<file path="src/rtl/alu_share_ctrl_if.sv">
// alu_share_ctrl_if
//   Bundles the two requester ports and the ALU-facing signals of
//   alu_share_ctrl. CLK and reset stay plain ports on the controller.
//
//   modport slave  : the controller (alu_share_ctrl).
//   modport master : the environment, meaning requester front-ends plus the ALU.
//
//   Signals:
//     pX_req_valid/pX_req_ready   request handshake, X = 0,1
//     pX_a, pX_b, pX_op           operands and ALU op code for requester X
//     pX_resp_valid/pX_resp_ready response handshake for requester X
//     resp_data, resp_lt          registered ALU result, shared by both ports
//     alu_a, alu_b, alu_op        operands/op driven into the ALU
//     alu_rst                     ALU reset/start pulse
//     alu_o, alu_lt               ALU result and less_than flag
//
//   Handshake: a transfer happens on a rising CLK edge where valid and ready
//   are both high. A source that raises valid holds valid and its payload
//   stable until that edge. Ready may depend combinationally on valid.
interface alu_share_ctrl_if #(
  parameter int WIDTH = 32
);
  logic             p0_req_valid;
  logic             p1_req_valid;
  logic             p0_req_ready;
  logic             p1_req_ready;
  logic [WIDTH-1:0] p0_a;
  logic [WIDTH-1:0] p0_b;
  logic [WIDTH-1:0] p1_a;
  logic [WIDTH-1:0] p1_b;
  logic [2:0]       p0_op;
  logic [2:0]       p1_op;
  logic             p0_resp_valid;
  logic             p1_resp_valid;
  logic             p0_resp_ready;
  logic             p1_resp_ready;
  logic [WIDTH-1:0] resp_data;
  logic             resp_lt;
  logic [WIDTH-1:0] alu_a;
  logic [WIDTH-1:0] alu_b;
  logic [2:0]       alu_op;
  logic             alu_rst;
  logic [WIDTH-1:0] alu_o;
  logic             alu_lt;

  modport slave (
    input  p0_req_valid, p1_req_valid,
    output p0_req_ready, p1_req_ready,
    input  p0_a, p0_b, p1_a, p1_b, p0_op, p1_op,
    output p0_resp_valid, p1_resp_valid,
    input  p0_resp_ready, p1_resp_ready,
    output resp_data, resp_lt,
    output alu_a, alu_b, alu_op, alu_rst,
    input  alu_o, alu_lt
  );

  modport master (
    output p0_req_valid, p1_req_valid,
    input  p0_req_ready, p1_req_ready,
    output p0_a, p0_b, p1_a, p1_b, p0_op, p1_op,
    input  p0_resp_valid, p1_resp_valid,
    output p0_resp_ready, p1_resp_ready,
    input  resp_data, resp_lt,
    input  alu_a, alu_b, alu_op, alu_rst,
    output alu_o, alu_lt
  );
endinterface

</file>
<file path="src/rtl/alu_share_ctrl.sv">
// alu_share_ctrl
//   Shares one multi-cycle ALU between two requesters. The controller
//   arbitrates, latches the winner's operands and op, pulses the ALU reset
//   for one cycle, waits an op-dependent number of cycles, captures the
//   result and hands it back to the winning requester.
//
//   Parameters:
//     WIDTH    operand/result width
//     LAT_FAST wait cycles for ops 000..110 (>= 1)
//     LAT_MOD  wait cycles for op 111, mod (>= 1)
//
//   Ports:
//     CLK       clock, rising edge
//     reset     asynchronous, active-high reset
//     bus       alu_share_ctrl_if.slave (requester ports + ALU side)
//     dbg_state current FSM state (IDLE=0, ISSUE=1, WAIT=2, RESP=3)
//
//   Build option:
//     ALU_SHARE_FIXED_PRIORITY_EN  when defined, port 0 always wins a tie
//                                  and no round-robin state is kept.
//                                  When undefined, ties alternate.
//
//   Handshake: a transfer happens on a rising CLK edge where valid and ready
//   are both high. pX_req_ready depends combinationally on pX_req_valid.
//   pX_resp_valid is a decode of registered state.
module alu_share_ctrl #(
  parameter int WIDTH    = 32,
  parameter int LAT_FAST = 2,
  parameter int LAT_MOD  = 48
) (
  input  logic               CLK,
  input  logic               reset,
  alu_share_ctrl_if.slave    bus,
  output logic [1:0]         dbg_state
);

  typedef enum logic [1:0] {
    IDLE  = 2'd0,
    ISSUE = 2'd1,
    WAIT  = 2'd2,
    RESP  = 2'd3
  } state_t;

  localparam int LAT_MAX = (LAT_FAST > LAT_MOD) ? LAT_FAST : LAT_MOD;
  localparam int CW      = $clog2(LAT_MAX) + 1;
  localparam logic [CW-1:0] CNT_FAST = CW'(LAT_FAST - 1);
  localparam logic [CW-1:0] CNT_MOD  = CW'(LAT_MOD - 1);

  state_t           state;
  state_t           next_state;
  logic [CW-1:0]    cnt;
  logic             owner;       // 0: port 0 owns the op in flight, 1: port 1
  logic             grant;       // port that may handshake in IDLE
  logic             accept;      // request handshake this cycle
  logic [WIDTH-1:0] sel_a;
  logic [WIDTH-1:0] sel_b;
  logic [2:0]       sel_op;

  assign dbg_state = state;

  // ---------------------------------------------------------------------
  // Arbitration
  // ---------------------------------------------------------------------
`ifdef ALU_SHARE_FIXED_PRIORITY_EN
  always_comb begin
    grant = bus.p0_req_valid ? 1'b0 : 1'b1;
  end
`else
  // last holds the port served by the most recent request handshake. It
  // resets to 1 so that port 0 wins the first tie.
  logic last;

  always_comb begin
    grant = 1'b0;
    if (bus.p0_req_valid && bus.p1_req_valid) begin
      grant = ~last;
    end else if (bus.p1_req_valid) begin
      grant = 1'b1;
    end
  end

  always_ff @(posedge CLK or posedge reset) begin
    if (reset) begin
      last <= 1'b1;
    end else if (accept) begin
      last <= grant;
    end
  end
`endif

  always_comb begin
    sel_a  = grant ? bus.p1_a  : bus.p0_a;
    sel_b  = grant ? bus.p1_b  : bus.p0_b;
    sel_op = grant ? bus.p1_op : bus.p0_op;
  end

  // ---------------------------------------------------------------------
  // FSM: next state and handshake outputs
  // ---------------------------------------------------------------------
  always_comb begin
    next_state        = state;
    accept            = 1'b0;
    bus.p0_req_ready  = 1'b0;
    bus.p1_req_ready  = 1'b0;
    bus.p0_resp_valid = 1'b0;
    bus.p1_resp_valid = 1'b0;
    case (state)
      IDLE: begin
        bus.p0_req_ready = (grant == 1'b0) && bus.p0_req_valid;
        bus.p1_req_ready = (grant == 1'b1) && bus.p1_req_valid;
        accept = bus.p0_req_ready || bus.p1_req_ready;
        if (accept) begin
          next_state = ISSUE;
        end
      end
      ISSUE: begin
        next_state = WAIT;
      end
      WAIT: begin
        if (cnt == '0) begin
          next_state = RESP;
        end
      end
      RESP: begin
        // The non-owner's resp_ready is deliberately not looked at.
        bus.p0_resp_valid = ~owner;
        bus.p1_resp_valid = owner;
        if (owner ? bus.p1_resp_ready : bus.p0_resp_ready) begin
          next_state = IDLE;
        end
      end
      default: begin
        next_state = IDLE;
      end
    endcase
  end

  // ---------------------------------------------------------------------
  // FSM state register
  // ---------------------------------------------------------------------
  always_ff @(posedge CLK or posedge reset) begin
    if (reset) begin
      state <= IDLE;
    end else begin
      state <= next_state;
    end
  end

  // ---------------------------------------------------------------------
  // Datapath
  // ---------------------------------------------------------------------
  // alu_rst is registered off next_state, so it is high for exactly the
  // ISSUE cycle. It resets to 1 so the ALU is held in reset alongside the
  // controller.
  always_ff @(posedge CLK or posedge reset) begin
    if (reset) begin
      cnt           <= '0;
      owner         <= 1'b0;
      bus.alu_a     <= '0;
      bus.alu_b     <= '0;
      bus.alu_op    <= '0;
      bus.alu_rst   <= 1'b1;
      bus.resp_data <= '0;
      bus.resp_lt   <= 1'b0;
    end else begin
      bus.alu_rst <= (next_state == ISSUE);
      if (accept) begin
        owner      <= grant;
        bus.alu_a  <= sel_a;
        bus.alu_b  <= sel_b;
        bus.alu_op <= sel_op;
        cnt        <= (sel_op == 3'b111) ? CNT_MOD : CNT_FAST;
      end
      if (state == WAIT) begin
        if (cnt == '0) begin
          bus.resp_data <= bus.alu_o;
          bus.resp_lt   <= bus.alu_lt;
        end else begin
          cnt <= cnt - 1'b1;
        end
      end
    end
  end

endmodule

</file>
<file path="src/flat_wrapper.sv">
// flat-port wrapper written by rule: the top's interface ports become plain ports
module alu_share_ctrl_flat 
#(
  parameter int WIDTH    = 32,
  parameter int LAT_FAST = 2,
  parameter int LAT_MOD  = 48
)
  (CLK, reset, dbg_state, bus_p0_req_valid, bus_p1_req_valid, bus_p0_req_ready, bus_p1_req_ready, bus_p0_a, bus_p0_b, bus_p1_a, bus_p1_b, bus_p0_op, bus_p1_op, bus_p0_resp_valid, bus_p1_resp_valid, bus_p0_resp_ready, bus_p1_resp_ready, bus_resp_data, bus_resp_lt, bus_alu_a, bus_alu_b, bus_alu_op, bus_alu_rst, bus_alu_o, bus_alu_lt);
  alu_share_ctrl_if #(.WIDTH(WIDTH)) bus_i ();
  input  logic CLK;
  input  logic reset;
  output logic [1:0] dbg_state;
  input wire logic [$bits(bus_i.p0_req_valid)-1:0] bus_p0_req_valid;
  input wire logic [$bits(bus_i.p1_req_valid)-1:0] bus_p1_req_valid;
  output wire logic [$bits(bus_i.p0_req_ready)-1:0] bus_p0_req_ready;
  output wire logic [$bits(bus_i.p1_req_ready)-1:0] bus_p1_req_ready;
  input wire logic [$bits(bus_i.p0_a)-1:0] bus_p0_a;
  input wire logic [$bits(bus_i.p0_b)-1:0] bus_p0_b;
  input wire logic [$bits(bus_i.p1_a)-1:0] bus_p1_a;
  input wire logic [$bits(bus_i.p1_b)-1:0] bus_p1_b;
  input wire logic [$bits(bus_i.p0_op)-1:0] bus_p0_op;
  input wire logic [$bits(bus_i.p1_op)-1:0] bus_p1_op;
  output wire logic [$bits(bus_i.p0_resp_valid)-1:0] bus_p0_resp_valid;
  output wire logic [$bits(bus_i.p1_resp_valid)-1:0] bus_p1_resp_valid;
  input wire logic [$bits(bus_i.p0_resp_ready)-1:0] bus_p0_resp_ready;
  input wire logic [$bits(bus_i.p1_resp_ready)-1:0] bus_p1_resp_ready;
  output wire logic [$bits(bus_i.resp_data)-1:0] bus_resp_data;
  output wire logic [$bits(bus_i.resp_lt)-1:0] bus_resp_lt;
  output wire logic [$bits(bus_i.alu_a)-1:0] bus_alu_a;
  output wire logic [$bits(bus_i.alu_b)-1:0] bus_alu_b;
  output wire logic [$bits(bus_i.alu_op)-1:0] bus_alu_op;
  output wire logic [$bits(bus_i.alu_rst)-1:0] bus_alu_rst;
  input wire logic [$bits(bus_i.alu_o)-1:0] bus_alu_o;
  input wire logic [$bits(bus_i.alu_lt)-1:0] bus_alu_lt;
  assign bus_i.p0_req_valid = bus_p0_req_valid;
  assign bus_i.p1_req_valid = bus_p1_req_valid;
  assign bus_p0_req_ready = bus_i.p0_req_ready;
  assign bus_p1_req_ready = bus_i.p1_req_ready;
  assign bus_i.p0_a = bus_p0_a;
  assign bus_i.p0_b = bus_p0_b;
  assign bus_i.p1_a = bus_p1_a;
  assign bus_i.p1_b = bus_p1_b;
  assign bus_i.p0_op = bus_p0_op;
  assign bus_i.p1_op = bus_p1_op;
  assign bus_p0_resp_valid = bus_i.p0_resp_valid;
  assign bus_p1_resp_valid = bus_i.p1_resp_valid;
  assign bus_i.p0_resp_ready = bus_p0_resp_ready;
  assign bus_i.p1_resp_ready = bus_p1_resp_ready;
  assign bus_resp_data = bus_i.resp_data;
  assign bus_resp_lt = bus_i.resp_lt;
  assign bus_alu_a = bus_i.alu_a;
  assign bus_alu_b = bus_i.alu_b;
  assign bus_alu_op = bus_i.alu_op;
  assign bus_alu_rst = bus_i.alu_rst;
  assign bus_i.alu_o = bus_alu_o;
  assign bus_i.alu_lt = bus_alu_lt;
  alu_share_ctrl #(.WIDTH(WIDTH), .LAT_FAST(LAT_FAST), .LAT_MOD(LAT_MOD)) u_core (.CLK(CLK), .reset(reset), .bus(bus_i), .dbg_state(dbg_state));
endmodule
</file>
<file path="config.mk">
export PLATFORM = sky130hd
export DESIGN_NAME = alu_share_ctrl_flat
export DESIGN_NICKNAME = d
export VERILOG_FILES = /design/src/rtl/alu_share_ctrl_if.sv /design/src/rtl/alu_share_ctrl.sv /design/src/flat_wrapper.sv
export SDC_FILE = /design/constraint.sdc
export NUM_CORES = 1
export LEC_CHECK = 0
export ABC_AREA = 1
export CAP_MARGIN = 20
export CORE_UTILIZATION = 40
export DETAILED_ROUTE_END_ITERATION = 8
export PLACE_DENSITY_LB_ADDON = 0.12
export SYNTH_ARGS = -nofsm -noshare
export SYNTH_HDL_FRONTEND = slang
export SYNTH_SLANG_ARGS = --single-unit
</file>
<file path="constraint.sdc">
create_clock -name CLK -period 8.8 [get_ports CLK]
set_clock_uncertainty 0.1 [all_clocks]
set_input_delay 2.64 -clock CLK [delete_from_list [all_inputs] [get_ports CLK]]
set_output_delay 2.64 -clock CLK [all_outputs]
set_load 0.02 [all_outputs]
</file>
==> results.yml, run 1 <==
hold_path:
  min_from: "u_core.bus.resp_data[17]"
  hold-path-cell-count: 2
  hold_class: "register to register"
  holdPathEnd: "u_core.bus.resp_data[17]"
critical_path:
  reg2reg_depth: 6
  r2r-end: "u_core.bus.alu_a[27]"
  reg2reg_slack_ps: 6100
  max_stage_delay_ps: 610
  crit_path_start_kind: "input port"
  worstPathArrival_ps: 4200
  cpMaxStageDelayCell: "clkdlybuf4s50_1"
  endpoint_kind: "output pin"
  critPathKind: "input port to output pin"
  crit_path_start: "bus_p0_req_valid"
  cp_max_fo: 10
  r2r-start: "u_core.last"
  worstPathCellList: "clkdlybuf4s50_1, nand2_1, nand2_2, nand2_1, nor2_1, clkdlybuf4s50_1"
  cp.required_ps: 6060
route:
  met3WireLength_um: 1370
  m1WireLength_um: 6010
  routedWlPerCell_um: 15.1
  drt-vias-per-instance: 4.90
  drt_pass1_iterations: 5
  ant_nets: 0
  highest_layer: "met4"
  drc: 0
  dr_wl_met2_um: 7760
  route.vias.total: 5093
  wl_um: 15700
  drt_iter0_markers: 258
finish:
  multi_input_area_sq_mm: 0.00194
  diodes: 0
  drive_gt1_share_pct: 4.01
  syn2layout_area_growth_pct: 64.6
  design_area_sq_mm: 0.00823
  register_area_sq_mm: 0.00281
  fin_nets: 1042
  nFillCells: 1034
floorplanning:
  die-area_sq_mm: 0.0130
  core_area_sq_mm: 0.0121
  die_w_um: 114
  initial_utilization_pct: 41.3
  io_pins: 280
  dieHeight_um: 114
  fp-row-count: 40
cts:
  clockBufferDepth: 2
  htreeDepth: 3
  cts_hold_buf: 0
  root_buffer: "clkbuf_16"
  clk_latency_ps: 350
  cts_buffers: 9
  postCtsSetupRepairBufs: 0
  cts_num_sinks: 112
  path_clk_slew_ps: 70
  cts.repair.resized: 0
  tritoncts: "done"
sta:
  fin_crit_sh_pct: 78.9
  layout_setup_ws_ps: 1860
  rsz0062_at_grt: "false"
  fin_crit_ps: 6940
  tightest_slew_ps: 926
  relSlewSlack_pct: 38.2
  fmax_mhz: 144
  drv_slew: 0
  setup_violations: 0
  hold_viol: 0
  fin_tns_setup_ps: 0
logic_synthesis:
  ys_seq_area_share_pct: 56.1
  synth_seq_cells: 112
  yosys.area.top_type_share_pct: 55.0
  syn-cell-area_sq_mm: 0.00500
  synth_warnings: 0
  synth.distinct_cells: 26
  synthTopCellsByArea: "dfrtp_1 (55%), nand2_1 (12%), o21ai_0 (7.2%)"
  synth_fp_nets: 783
  avgSynthCellArea_sq_um: 8.23
  syn_inst: 608
  synth_top_area_cell: "dfrtp_1"
global_routing:
  grt_max_degree: 78
  overflow: 0
  grt_usage_pct: 24.6
  antenna_found_initial: 0
  grt_pass1_wl_um: 24800
  grt_pass1_vias: 5047
run:
  cap_violations: 0
pwr:
  p_leak_nw: 3.58
  p_per_area_mw_per_mm2: 320
  vdd_ir_drop_max_v: 0.000144
placed_design:
  place_area_sq_mm: 0.00788
  dpl_worst_slack_ps: 1850
  port_buffers: 279
  dp_hpwl_um: 11200
  routabilityCongestion: 0.813
outcome:
  status: "complete, no violations"
[layout make-up]
cell class,count,area share (%)
repair buffers,285,34.9
clock buffers,9,2.74
inverters,21,0.988
clock inverters,7,1.17
flip-flops and latches,112,34.1
well taps,168,2.55
multi-input cells,438,23.6
[worst max path at each step]
stage                             to  slack [ps]  depth (start not counted)
floorplan           bus_p0_req_ready        2540                          6
global placement    bus_p0_req_ready        1880                          6
detailed placement  bus_p0_req_ready        1850                          6
CTS                 bus_p0_req_ready        1850                          6
global route        bus_p0_req_ready        1770                          6
finish              bus_p0_req_ready        1860                          6
[cell families after synthesis]
family | count (synthesis) | synth area share [%]
xor gates and xnor gates | 4 | 0.700
AOI/OAI and AO/OA | 137 | 13.9
and+or+nand+nor | 295 | 23.8
adders and majority gates | 2 | 0.500
DFF | 112 | 56.1
buffers and inverters | 58 | 5.08
[power breakdown]
part	total (mW)	internal, mW	leakage [nW]	switching [mW]
combinational	1.32	0.591	2.15	0.730
clock	0.440	0.250	0.148	0.190
sequential	0.877	0.747	1.28	0.129
[state kept, by name (all words and copies together), names as in the netlist]
name / flops
u_core.bus.alu_a: 32
u_core.bus.alu_b: 32
u_core.bus.alu_op: 3
u_core.bus.alu_rst: 1
u_core.bus.resp_data: 32
u_core.bus.resp_lt: 1
u_core.cnt: 7
u_core.dbg_state: 2
u_core.last: 1
u_core.owner: 1
[worst max-delay path: cells and delay by family]
kind	cells	cell delay [ps]
buffers and inverters	2	1120
AND/OR/NAND/NOR	4	450
[per-stage QoR]
step | power (mW) | cells | utilization (%) | hold WS, ps
floorplan | 1.56 | 608 | - | 343
global placement | 2.17 | 1022 | 64.9 | 352
detailed placement | 2.21 | 1023 | 65.1 | 359
CTS | 2.66 | 1039 | 67.7 | 375
global route | 2.81 | 1040 | 68.0 | 389
finish | 2.64 | 1040 | 68.0 | 368
[synthesized netlist by cell type, drive strengths merged]
cell and n:
nand2 161, nor2 91, clkbuf 17, ha 2, nand3b 1, xnor2 2, o211ai 1, o21ai 132
a31oi 2, dfstp 2, o31ai 1, xor2 2, dfrtp 110, buf 20, nand4 1, nand3 41
a21oi 1, inv 21
[layer usage]
metal / GRT usage (%) / vias to the layer above
met2: 42.6 / 195
li1: - / 2484
met3: 8.66 / 43
met4: 12.3 / 0
met5: 0 / -
met1: 26.8 / 2371
[cell usage in the layout (no fill, tap or decap), types with 3 or more instances in the layout]
master and n:
buf_4 4, clkbuf_16 9, clkdlybuf4s50_1 279, clkinvlp_4 3
dfrtp_1 110, inv_1 17, inv_2 3, nand2_1 158
nand2_2 3, nand3_1 40, nor2_1 88, o21ai_0 72
o21ai_1 60
No activity file was read; power rests on OpenSTA's default activity.
==> run 2, diff against run 1 <==
--- a/config.mk
+++ b/config.mk
@@ -7,7 +7,7 @@
 export LEC_CHECK = 0
 export ABC_AREA = 1
 export CAP_MARGIN = 20
-export CORE_UTILIZATION = 40
+export CORE_UTILIZATION = 39
 export DETAILED_ROUTE_END_ITERATION = 8
 export PLACE_DENSITY_LB_ADDON = 0.12
 export SYNTH_ARGS = -nofsm -noshare
==> constraint.sdc (replaced) <==
create_clock -name CLK -period 7.1 [get_ports CLK]
set_clock_uncertainty 0.1 [all_clocks]
set_input_delay 2.13 -clock CLK [delete_from_list [all_inputs] [get_ports CLK]]
set_output_delay 2.13 -clock CLK [all_outputs]
set_load 0.02 [all_outputs]
==> results.yml, run 2 (synthesis gave the netlist of run 1 again) <==
critical_path:
  cpMaxStageDelayCell: "clkdlybuf4s50_1"
  critPathBufInv: 2
  critPathKind: "input port to output pin"
  cp.required_ps: 4870
  crit_path_start_kind: "input port"
  worstPathArrival_ps: 3690
  max_stage_delay_ps: 610
  cp_max_fo: 9
  endpoint_kind: "output pin"
  reg2reg_slack_ps: 4420
  worstPathCellList: "clkdlybuf4s50_1, nand2_1, nand2_2, nand2_1, nor2_1, clkdlybuf4s50_1"
  path_delay_family: "buffers and inverters"
sta:
  rsz0062_at_grt: "false"
  fmax_mhz: 169
  fin_crit_sh_pct: 83.4
  fin_tns_setup_ps: 0
  fin_crit_ps: 5920
  relSlewSlack_pct: 36.0
  hold_viol: 0
  tightest_slew_ps: 958
  setup_violations: 0
  drv_slew: 0
cts:
  htreeDepth: 3
  cts_hold_buf: 0
  tritoncts: "done"
  cts.repair.resized: 0
  clk_latency_ps: 350
  path_clk_slew_ps: 60
  postCtsSetupRepairBufs: 0
  clockBufferDepth: 2
  root_buffer: "clkbuf_16"
  cts_buffers: 9
  cts_num_sinks: 112
floorplanning:
  die-area_sq_mm: 0.0133
  io_pins: 280
  die_w_um: 115
  fp-row-count: 41
  core_area_sq_mm: 0.0126
  dieHeight_um: 115
  initial_utilization_pct: 39.8
hold_path:
  hold_class: "register to register"
global_routing:
  grt_pass1_vias: 5093
  grt_max_degree: 75
  grt_usage_pct: 23.6
  grt_use_met1_pct: 26.5
  use_met3_pct: 6.75
  overflow: 0
  met2_usage_pct: 41.0
  grt_pass1_wl_um: 24400
  top_usage_layer: "met2"
  antenna_found_initial: 0
pwr:
  p_leak_nw: 3.55
  p_per_area_mw_per_mm2: 392
  combPwrFrac_pct: 50.8
  switchingPower_mw: 1.28
  clockPowerShare_pct: 15.2
  sw_frac_of_total_pct: 39.9
  internal-power_mw: 1.92
  vdd_ir_drop_max_v: 0.000183
  seq_power_share_pct: 34.0
route:
  drt_iter0_markers: 269
  drc: 0
  ant_nets: 0
  drt-vias-per-instance: 4.90
  route.vias.total: 5111
  wl_um: 15600
  drt_pass1_iterations: 4
  routedWlPerCell_um: 14.9
finish:
  nFillCells: 1080
  diodes: 0
  drive_gt1_share_pct: 3.44
  largest_registers: "u_core.bus.alu_a (32), u_core.bus.alu_b (32), u_core.bus.resp_data (32)"
  most-common-layout-cells: "clkdlybuf4s50_1 (279), nand2_1 (158), dfrtp_1 (110), nor2_1 (88), o21ai_0 (72)"
  fin_nets: 1041
  final_common_cell: "clkdlybuf4s50_1"
  design_area_sq_mm: 0.00817
  syn2layout_area_growth_pct: 63.3
placed_design:
  routabilityCongestion: 0.784
  place_area_sq_mm: 0.00789
  port_buffers: 279
  dp_hpwl_um: 10900
outcome:
  status: "complete, no violations"
run:
  cap_violations: 0
-- run 2: cell count changes in the layout (fill, tap and decap cells not counted), sizes merged --
cell      change
clkbuf        +7
bufinv        -2
clkinvlp      -3
clkinv        -2
buf           -1
-- run 2: path summary, 6_finish.rpt --
path	start	depth (start not counted)	to
max	bus_p0_req_valid	6	bus_p0_req_ready
min reg2reg	u_core.bus.resp_data[4]	2	u_core.bus.resp_data[4]
max reg2reg	u_core.last	6	u_core.bus.alu_a[17]
max in group asynchronous	reset	3	u_core.bus.alu_a[21]
min in group asynchronous	reset	2	u_core.bus.resp_data[13]
min	u_core.bus.resp_data[4]	2	u_core.bus.resp_data[4]
-- run 2: layout make-up --
class                           count  area (sq um)  area share, %
Timing Repair Buffer              284          2840           34.8
Sequential cell                   112          2810           34.3
Multi-Input combinational cell    438          1940           23.8
Clock buffer                       16           282           3.45
Tap cell                          172           215           2.63
Inverter                           21          81.3          0.996
-- run 2: worst reg2reg max path: stages (launching register included) --
cell and delay (ps):
dfstp_2 540, nand2_1 110, nand2_2 170, buf_4 560, inv_2 610, o21ai_1 350, o21ai_0 120
-- run 2: stage by stage --
stage / power (mW) / hold slack [ps] / setup slack (ps) / instances / utilization, %
floorplan: 1.94 / 343 / 1860 / 608 / -
global placement: 2.69 / 353 / 1200 / 1026 / 62.6
detailed placement: 2.74 / 358 / 1190 / 1027 / 62.8
CTS: 3.24 / 372 / 1190 / 1043 / 65.0
global route: 3.41 / 384 / 1120 / 1043 / 65.0
finish: 3.20 / 368 / 1180 / 1043 / 65.0
-- run 2: layer usage --
layer / share of wire, % / up-vias
met2: 49 / 185
li1: - / 2488
met4: 3.7 / 0
met1: 40 / 2404
met3: 7.5 / 34
met5: 0 / -
-- run 2: power by group through the flow --
| stage | registers (mW) | clock network (mW) | logic, mW |
|---|---|---|---|
| 3_5_place_dp | 1.09 | 0 | 1.64 |
| 3_3_place_gp | 1.08 | 0 | 1.61 |
| 2_1_floorplan | 1.40 | 0 | 0.538 |
| 6_report | 1.09 | 0.487 | 1.63 |
| 4_1_cts | 1.09 | 0.503 | 1.65 |
| 5_1_grt | 1.12 | 0.521 | 1.77 |
